===== src/rtl/tpm_axil_master.sv =====
// AXI4-Lite initiator for the tpm_ip register slave.
// Takes one command at a time and returns its completion on a valid/ready response port.
module tpm_axil_master #(
  parameter int C_M_AXI_ADDR_WIDTH = 9,
  parameter int C_M_AXI_DATA_WIDTH = 32
) (
  input  logic                            M_AXI_ACLK,
  input  logic                            M_AXI_ARESET,
  input  logic                            cmd_valid,
  output logic                            cmd_ready,
  input  logic                            cmd_write,
  input  logic [C_M_AXI_ADDR_WIDTH-1:0]   cmd_addr,
  input  logic [C_M_AXI_DATA_WIDTH-1:0]   cmd_wdata,
  input  logic [C_M_AXI_DATA_WIDTH/8-1:0] cmd_wstrb,
  output logic                            rsp_valid,
  input  logic                            rsp_ready,
  output logic                            rsp_write,
  output logic [1:0]                      rsp_resp,
  output logic [C_M_AXI_DATA_WIDTH-1:0]   rsp_rdata,
  output logic [7:0]                      err_count,
  output logic [C_M_AXI_ADDR_WIDTH-1:0]   M_AXI_AWADDR,
  output logic [2:0]                      M_AXI_AWPROT,
  output logic                            M_AXI_AWVALID,
  input  logic                            M_AXI_AWREADY,
  output logic [C_M_AXI_DATA_WIDTH-1:0]   M_AXI_WDATA,
  output logic [C_M_AXI_DATA_WIDTH/8-1:0] M_AXI_WSTRB,
  output logic                            M_AXI_WVALID,
  input  logic                            M_AXI_WREADY,
  input  logic [1:0]                      M_AXI_BRESP,
  input  logic                            M_AXI_BVALID,
  output logic                            M_AXI_BREADY,
  output logic [C_M_AXI_ADDR_WIDTH-1:0]   M_AXI_ARADDR,
  output logic [2:0]                      M_AXI_ARPROT,
  output logic                            M_AXI_ARVALID,
  input  logic                            M_AXI_ARREADY,
  input  logic [C_M_AXI_DATA_WIDTH-1:0]   M_AXI_RDATA,
  input  logic [1:0]                      M_AXI_RRESP,
  input  logic                            M_AXI_RVALID,
  output logic                            M_AXI_RREADY
);

  typedef enum logic [2:0] {IDLE, WR_AW_W, WR_B, RD_AR, RD_R, RESP} state_t;

  state_t                            state_q, state_d;
  logic                              cmd_ready_q, cmd_ready_d;
  logic                              awvalid_q, awvalid_d;
  logic                              wvalid_q, wvalid_d;
  logic                              aw_done_q, aw_done_d;
  logic                              w_done_q, w_done_d;
  logic                              bready_q, bready_d;
  logic                              arvalid_q, arvalid_d;
  logic                              rready_q, rready_d;
  logic                              rsp_valid_q, rsp_valid_d;
  logic                              rsp_write_q, rsp_write_d;
  logic [1:0]                        rsp_resp_q, rsp_resp_d;
  logic [C_M_AXI_DATA_WIDTH-1:0]     rsp_rdata_q, rsp_rdata_d;
  logic [7:0]                        err_count_q, err_count_d;
  logic [C_M_AXI_ADDR_WIDTH-1:0]     addr_q, addr_d;
  logic [C_M_AXI_DATA_WIDTH-1:0]     wdata_q, wdata_d;
  logic [C_M_AXI_DATA_WIDTH/8-1:0]   wstrb_q, wstrb_d;

  logic aw_hs, w_hs;
  logic [7:0] err_count_inc;

  assign aw_hs = awvalid_q & M_AXI_AWREADY;
  assign w_hs  = wvalid_q & M_AXI_WREADY;
  // Saturating error counter step, applied only on a non-OKAY capture.
  assign err_count_inc = (err_count_q == 8'hFF) ? err_count_q : err_count_q + 8'd1;

  always_comb begin
    state_d     = state_q;
    cmd_ready_d = cmd_ready_q;
    awvalid_d   = awvalid_q;
    wvalid_d    = wvalid_q;
    aw_done_d   = aw_done_q;
    w_done_d    = w_done_q;
    bready_d    = bready_q;
    arvalid_d   = arvalid_q;
    rready_d    = rready_q;
    rsp_valid_d = rsp_valid_q;
    rsp_write_d = rsp_write_q;
    rsp_resp_d  = rsp_resp_q;
    rsp_rdata_d = rsp_rdata_q;
    err_count_d = err_count_q;
    addr_d      = addr_q;
    wdata_d     = wdata_q;
    wstrb_d     = wstrb_q;

    case (state_q)
      IDLE: begin
        cmd_ready_d = 1'b1;
        if (cmd_valid && cmd_ready_q) begin
          cmd_ready_d = 1'b0;
          addr_d      = cmd_addr;
          if (cmd_write) begin
            wdata_d   = cmd_wdata;
            wstrb_d   = cmd_wstrb;
            awvalid_d = 1'b1;
            wvalid_d  = 1'b1;
            aw_done_d = 1'b0;
            w_done_d  = 1'b0;
            state_d   = WR_AW_W;
          end else begin
            arvalid_d = 1'b1;
            state_d   = RD_AR;
          end
        end
      end
      WR_AW_W: begin
        if (aw_hs) begin
          awvalid_d = 1'b0;
          aw_done_d = 1'b1;
        end
        if (w_hs) begin
          wvalid_d = 1'b0;
          w_done_d = 1'b1;
        end
        if ((aw_done_q || aw_hs) && (w_done_q || w_hs)) begin
          bready_d = 1'b1;
          state_d  = WR_B;
        end
      end
      WR_B: begin
        if (M_AXI_BVALID) begin
          bready_d    = 1'b0;
          rsp_valid_d = 1'b1;
          rsp_write_d = 1'b1;
          rsp_resp_d  = M_AXI_BRESP;
          rsp_rdata_d = '0;
          if (M_AXI_BRESP != 2'b00) err_count_d = err_count_inc;
          state_d     = RESP;
        end
      end
      RD_AR: begin
        if (M_AXI_ARREADY) begin
          arvalid_d = 1'b0;
          rready_d  = 1'b1;
          state_d   = RD_R;
        end
      end
      RD_R: begin
        if (M_AXI_RVALID) begin
          rready_d    = 1'b0;
          rsp_valid_d = 1'b1;
          rsp_write_d = 1'b0;
          rsp_resp_d  = M_AXI_RRESP;
          rsp_rdata_d = M_AXI_RDATA;
          if (M_AXI_RRESP != 2'b00) err_count_d = err_count_inc;
          state_d     = RESP;
        end
      end
      RESP: begin
        if (rsp_ready) begin
          rsp_valid_d = 1'b0;
          cmd_ready_d = 1'b1;
          state_d     = IDLE;
        end
      end
      default: begin
        state_d = IDLE;
      end
    endcase
  end

  always_ff @(posedge M_AXI_ACLK) begin
    if (M_AXI_ARESET) begin
      state_q     <= IDLE;
      cmd_ready_q <= 1'b0;
      awvalid_q   <= 1'b0;
      wvalid_q    <= 1'b0;
      aw_done_q   <= 1'b0;
      w_done_q    <= 1'b0;
      bready_q    <= 1'b0;
      arvalid_q   <= 1'b0;
      rready_q    <= 1'b0;
      rsp_valid_q <= 1'b0;
      rsp_write_q <= 1'b0;
      rsp_resp_q  <= 2'b00;
      rsp_rdata_q <= '0;
      err_count_q <= 8'd0;
      addr_q      <= '0;
      wdata_q     <= '0;
      wstrb_q     <= '0;
    end else begin
      state_q     <= state_d;
      cmd_ready_q <= cmd_ready_d;
      awvalid_q   <= awvalid_d;
      wvalid_q    <= wvalid_d;
      aw_done_q   <= aw_done_d;
      w_done_q    <= w_done_d;
      bready_q    <= bready_d;
      arvalid_q   <= arvalid_d;
      rready_q    <= rready_d;
      rsp_valid_q <= rsp_valid_d;
      rsp_write_q <= rsp_write_d;
      rsp_resp_q  <= rsp_resp_d;
      rsp_rdata_q <= rsp_rdata_d;
      err_count_q <= err_count_d;
      addr_q      <= addr_d;
      wdata_q     <= wdata_d;
      wstrb_q     <= wstrb_d;
    end
  end

  // Never offer a command slot while reset is being applied.
  assign cmd_ready     = cmd_ready_q & ~M_AXI_ARESET;
  assign rsp_valid     = rsp_valid_q;
  assign rsp_write     = rsp_write_q;
  assign rsp_resp      = rsp_resp_q;
  assign rsp_rdata     = rsp_rdata_q;
  assign err_count     = err_count_q;
  assign M_AXI_AWADDR  = addr_q;
  assign M_AXI_AWPROT  = 3'b000;
  assign M_AXI_AWVALID = awvalid_q;
  assign M_AXI_WDATA   = wdata_q;
  assign M_AXI_WSTRB   = wstrb_q;
  assign M_AXI_WVALID  = wvalid_q;
  assign M_AXI_BREADY  = bready_q;
  assign M_AXI_ARADDR  = addr_q;
  assign M_AXI_ARPROT  = 3'b000;
  assign M_AXI_ARVALID = arvalid_q;
  assign M_AXI_RREADY  = rready_q;

endmodule


===== config.mk =====
export PLATFORM = sky130hd
export DESIGN_NAME = tpm_axil_master
export DESIGN_NICKNAME = d
export VERILOG_FILES = /design/src/rtl/tpm_axil_master.sv
export SDC_FILE = /design/constraint.sdc
export NUM_CORES = 1
export LEC_CHECK = 0
export ABC_AREA = 1
export BUFFER_PORTS_ARGS = -buffer_cell sky130_fd_sc_hd__buf_2
export CAP_MARGIN = 10
export CORE_ASPECT_RATIO = 0.6
export CORE_MARGIN = 2
export CORE_UTILIZATION = 40
export DETAILED_ROUTE_END_ITERATION = 8
export HOLD_SLACK_MARGIN = 0.08
export PLACE_DENSITY = 0.71
export SYNTH_ARGS = -nofsm -noshare
export SYNTH_HDL_FRONTEND = slang
export SYNTH_SLANG_ARGS = --single-unit

===== constraint.sdc =====
create_clock -name M_AXI_ACLK -period 4.5 [get_ports M_AXI_ACLK]
set_clock_uncertainty 0.1 [all_clocks]
set_input_delay 0.9 -clock M_AXI_ACLK [delete_from_list [all_inputs] [get_ports M_AXI_ACLK]]
set_output_delay 0.9 -clock M_AXI_ACLK [all_outputs]
set_load 0.005 [all_outputs]

**Word-level counts from Yosys, hierarchy flattened**

Index checks and enable logic that the tools add are counted.

- Add/sub/neg operators: 1
- Multipliers: 0
- Div/mod/pow operators: 0
- Order comparisons: 0
- Equal/unequal tests: 18
- Shift operators: 0
- Mux-type cells: 50
- Bitwise gates (word level): 4
- Reduce and logical (&&, ||, !) cells: 26

Operators by type and width:

| kind | number |
|---|---|
| 32-bit 2-to-1 mux | 2 |
| 32-bit case mux with 2 select lines | 1 |
| 8-bit 2-to-1 mux | 5 |
| 2-bit != test, second input constant | 12 |
| 1-bit 2-to-1 mux | 20 |
| 3-bit 2-to-1 mux | 6 |
| 1-bit case mux with 2 select lines | 9 |
| 3-bit case mux with 6 select lines | 1 |
| 8-bit case mux with 2 select lines | 1 |
| 4-bit AND reduction | 4 |
| 2-bit nonzero test | 8 |
| 3-bit AND reduction | 4 |
| 8-bit by 1-bit adder with 8-bit output, second input constant | 1 |
| 8-bit == test, second input constant | 1 |
| 3-bit by 2-bit == test with 1-bit output, second input constant | 2 |
| 3-bit == test, second input constant | 2 |
| 2-bit 2-to-1 mux | 3 |
| 6-bit AND reduction | 1 |
| 5-bit AND reduction | 1 |
| 2-bit case mux with 2 select lines | 1 |
| 2-bit AND reduction | 2 |
| 1-bit AND | 3 |
| 3-bit by 1-bit == test with 1-bit output, second input constant | 1 |
| 3-bit logical NOT | 1 |
| other kinds (5) | 7 |

- Register bits after elaboration: 100
- Latch bits: 0
- Bits in writable memories: 0
- Memory bits (read-only): 0
- Bits of input ports: 91
- Output and inout port bits: 110
- Word-level logic and storage cells: 116
- Memories: 0

**Depth between registers and ports, before layout**

- Depth after elaboration: 5
- Gate-level depth with buffers: 11

**Least setup slack after synthesis**

No wires, ideal clock.

- Path type: input to output
- Start: in M_AXI_ARESET
- End: out cmd_ready
- Data arrival time: 1.437 ns
- Data required time: 3.500 ns
- Setup slack: 2.063 ns
- Cell stages on the path: 3
- Buffers on the path: 2
- Path through: clkbuf_1 > clkbuf_1 > nor2_1

- Word-level cells in the longest chain between the ends: 2

RTL lines:

| item | RTL line | RTL |
|---|---|---|
| start, declared | 8 | `input logic M_AXI_ARESET,` |
| 1-bit inverter | 206 | `assign cmd_ready = cmd_ready_q & ~M_AXI_ARESET;` |
| 1-bit AND | 206 |  |
| end, declared | 10 | `output logic cmd_ready,` |

Every way passes these cells.

**Worst setup path after layout**

Ends and elaborated chain as after synthesis.

==> flow_summary.toml <==
[status]
outcome = "finished, final reports clean"

[route]
drc = 0
first_iter_violations = 189
drt_pre_antenna_iters = 4
routedWlPerCell_um = 12.8
num_vias = 4038
antenna_left = 0
via_per_inst = 4.81
wl_um = 10800

[synth]
synth_top_area_share_pct = 48.9
yosysWarningCount = 0
ys_ff_latch = 100
async_flop_share_pct = 0
avgSynthCellArea_um2 = 7.73
synth-main-ff-cell = "dfxtp_1"
synthTopCellsByCount = "nor2_1 (160), dfxtp_1 (100), nand2_1 (64)"
ys_seq_area_share_pct = 48.9
synthCells = 530
synth_edf_count = 0
yosys.area.top_type = "dfxtp_1"
netlist_area_um2 = 4100
synth_cell_types = 31
yosysMostFrequentCell = "nor2_1"
synthTopCellsByArea = "dfxtp_1 (49%), nor2_1 (15%), o21ai_0 (5.9%)"

[global_routing]
antenna_found_initial = 0
grt_max_degree = 45
grt_pass1_wl_um = 17000
grt_pass1_vias = 3728
grt_usage_pct = 19.3
grt.overflow.total = 0

[placement]
place.gp.congestion = 0.865
portBuffers = 194
dp_slack_ps = 1680
dp_hpwl_um = 7900

[clock_network]
cts_root_buf = "clkbuf_16"
cts_tree = "yes"
cts_setup_buffers = 0
cts_hold_repair.buffers = 0
htree_levels = 3
numCtsBuffers = 9
clock_path_buffers = 2
path_clk_slew_ps = 70
clock_sinks = 100
cts_resized = 0
insertion_delay_ps = 340

[floorplanning]
start_util_pct = 41.3
rows = 28
pin_count = 201
die_h_um = 82.4
die-area_um2 = 11100
chipWidth_um = 135
core_um2 = 9910

[sta]
fin_setup_tns_ps = 0
hold_violations = 0
finalSetupViolCount = 0
min_period_ps = 2820
slew_violations = 0
fmax_mhz = 354
worst_slew_pin_slew_ps = 809
rsz0062_at_grt = "no"
final.period_utilization_pct = 62.7
max-slew-margin-rel_pct = 46.1
layout_setup_ws_ps = 1680

[critical_path]
critical_path.top_delay_family = "buffers and inverters"
worst_path_most_repeated_cell = "buf_2"
crit_required_ps = 3500
startpoint_type = "primary input"
cp.buffers_inverters = 2
critical-path-slowest-cell = "buf_2"
end_kind = "output pin"
worstSetupStartpoint = "M_AXI_ARESET"
r2r_start = "state_q[0]"
cp.arrival_ps = 1820
cp_max_fo = 42
cpPeakStageDelay_ps = 610
crit_chain = "buf_2 > nor2_1 > buf_2"
worstSetupPathType = "primary input to output pin"

[job]
cap_viol_max_count = 0

[min_path]
min_from = "rsp_valid"
hp-class = "register to register"

[power]
ir_worst_vdd_uv = 216
leakagePower_nw = 2.80
p_per_area_nw_per_um2 = 525

[finish]
syn2layout_area_growth_pct = 29.5
nets = 791
antenna_cells = 0
final_layout_size_suffix_gt1_share_pct = 32.0
==> power breakdown <==
part           total (mW)  internal [mW]  switching (mW)
Sequential           1.15           1.03           0.121
Clock               0.835          0.494           0.340
Combinational       0.801          0.310           0.491
==> worst min-delay path, stage by stage, from the launching register on <==
cell     delay (ps)
dfxtp_1         310
inv_1            50
a21oi_1          50
==> routing by layer <==
| layer | track usage (%) | vias to the layer above | routed length (um) |
|---|---|---|---|
| met2 | 32.0 | 167 | 4870 |
| met1 | 24.1 | 1834 | 4930 |
| met3 | 6.65 | 10 | 884 |
| met4 | 5.68 | 0 | 87 |
| met5 | 0 | - | 0 |
| li1 | - | 2027 | - |
==> sequential cells by signal (all words and copies together), names as in the netlist <==
name and count:
M_AXI_ARADDR 9, M_AXI_AWVALID 1, rsp_rdata 32, M_AXI_BREADY 1
rsp_resp 2, M_AXI_WDATA 32, err_count 8, M_AXI_WSTRB 4
M_AXI_RREADY 1, aw_done_q 1, state_q 3, cmd_ready_q 1
M_AXI_WVALID 1, rsp_valid 1, M_AXI_ARVALID 1, rsp_write 1
w_done_q 1
==> cell families (layout without fill, tap and decap cells) <==
kind of cell             count (synthesis)  count (layout)  share of synthesized area, %
AND/OR/NAND/NOR                        255             255                          25.8
other                                    1               6                        0.0915
flip-flops                             100             100                          48.9
buffers and inverters                   72             241                          9.83
XOR/XNOR                                 5               5                          1.07
adder cells (fa/ha/maj)                  1               1                         0.305
AO/OA/AOI/OAI                           96              96                          14.1
==> final timing paths <==
kind | endpoint | cells past startpoint | slack [ps]
min reg2reg | rsp_valid | 2 | 350
max | cmd_ready | 3 | 1680
min | rsp_valid | 2 | 350
max reg2reg | err_count[4] | 7 | 1870
==> placed cells by master, fill, tap and decap left out, types with 2 or more instances in the layout <==
cell type | netlist | routed
inv_2 | 2 | 2
conb_1 | 1 | 6
nand4_1 | 3 | 3
nand2_1 | 64 | 64
nor2_1 | 160 | 160
a21oi_1 | 11 | 11
clkinv_4 | 0 | 3
inv_1 | 26 | 26
a21oi_2 | 2 | 2
nand2_2 | 2 | 2
dfxtp_1 | 100 | 100
nand3_1 | 18 | 18
buf_2 | 8 | 194
nand3_2 | 2 | 2
nor2_8 | 2 | 2
xor2_1 | 4 | 4
o21ai_0 | 48 | 48
clkbuf_16 | 0 | 9
o211ai_1 | 2 | 2
a22oi_1 | 31 | 31
nor2_4 | 2 | 2
bufinv_16 | 0 | 2
buf_4 | 15 | 2
==> per-stage QoR <==
| step | total power [mW] | instances | utilization, % | area, um^2 | hold slack [ps] |
|---|---|---|---|---|---|
| CTS | 2.81 | 839 | 53.5 | 5310 | 353 |
| floorplan | 1.74 | 535 | - | 4120 | 340 |
| finish | 2.79 | 839 | 53.5 | 5310 | 350 |
| detailed placement | 1.97 | 823 | 50.2 | 4980 | 342 |
| global route | 2.99 | 839 | 53.5 | 5310 | 374 |
| global placement | 1.94 | 823 | 50.2 | 4980 | 335 |
==> final cells by class <==
class	instances	area (um^2)
multi-input combinational	363	1710
timing repair buffer	196	986
clock buffer	10	229
inverter	29	111
fill	948	4610
tap	135	169
clock inverter	6	97.6
sequential	100	2000
Note: power is estimated with default switching activity, not from simulation.
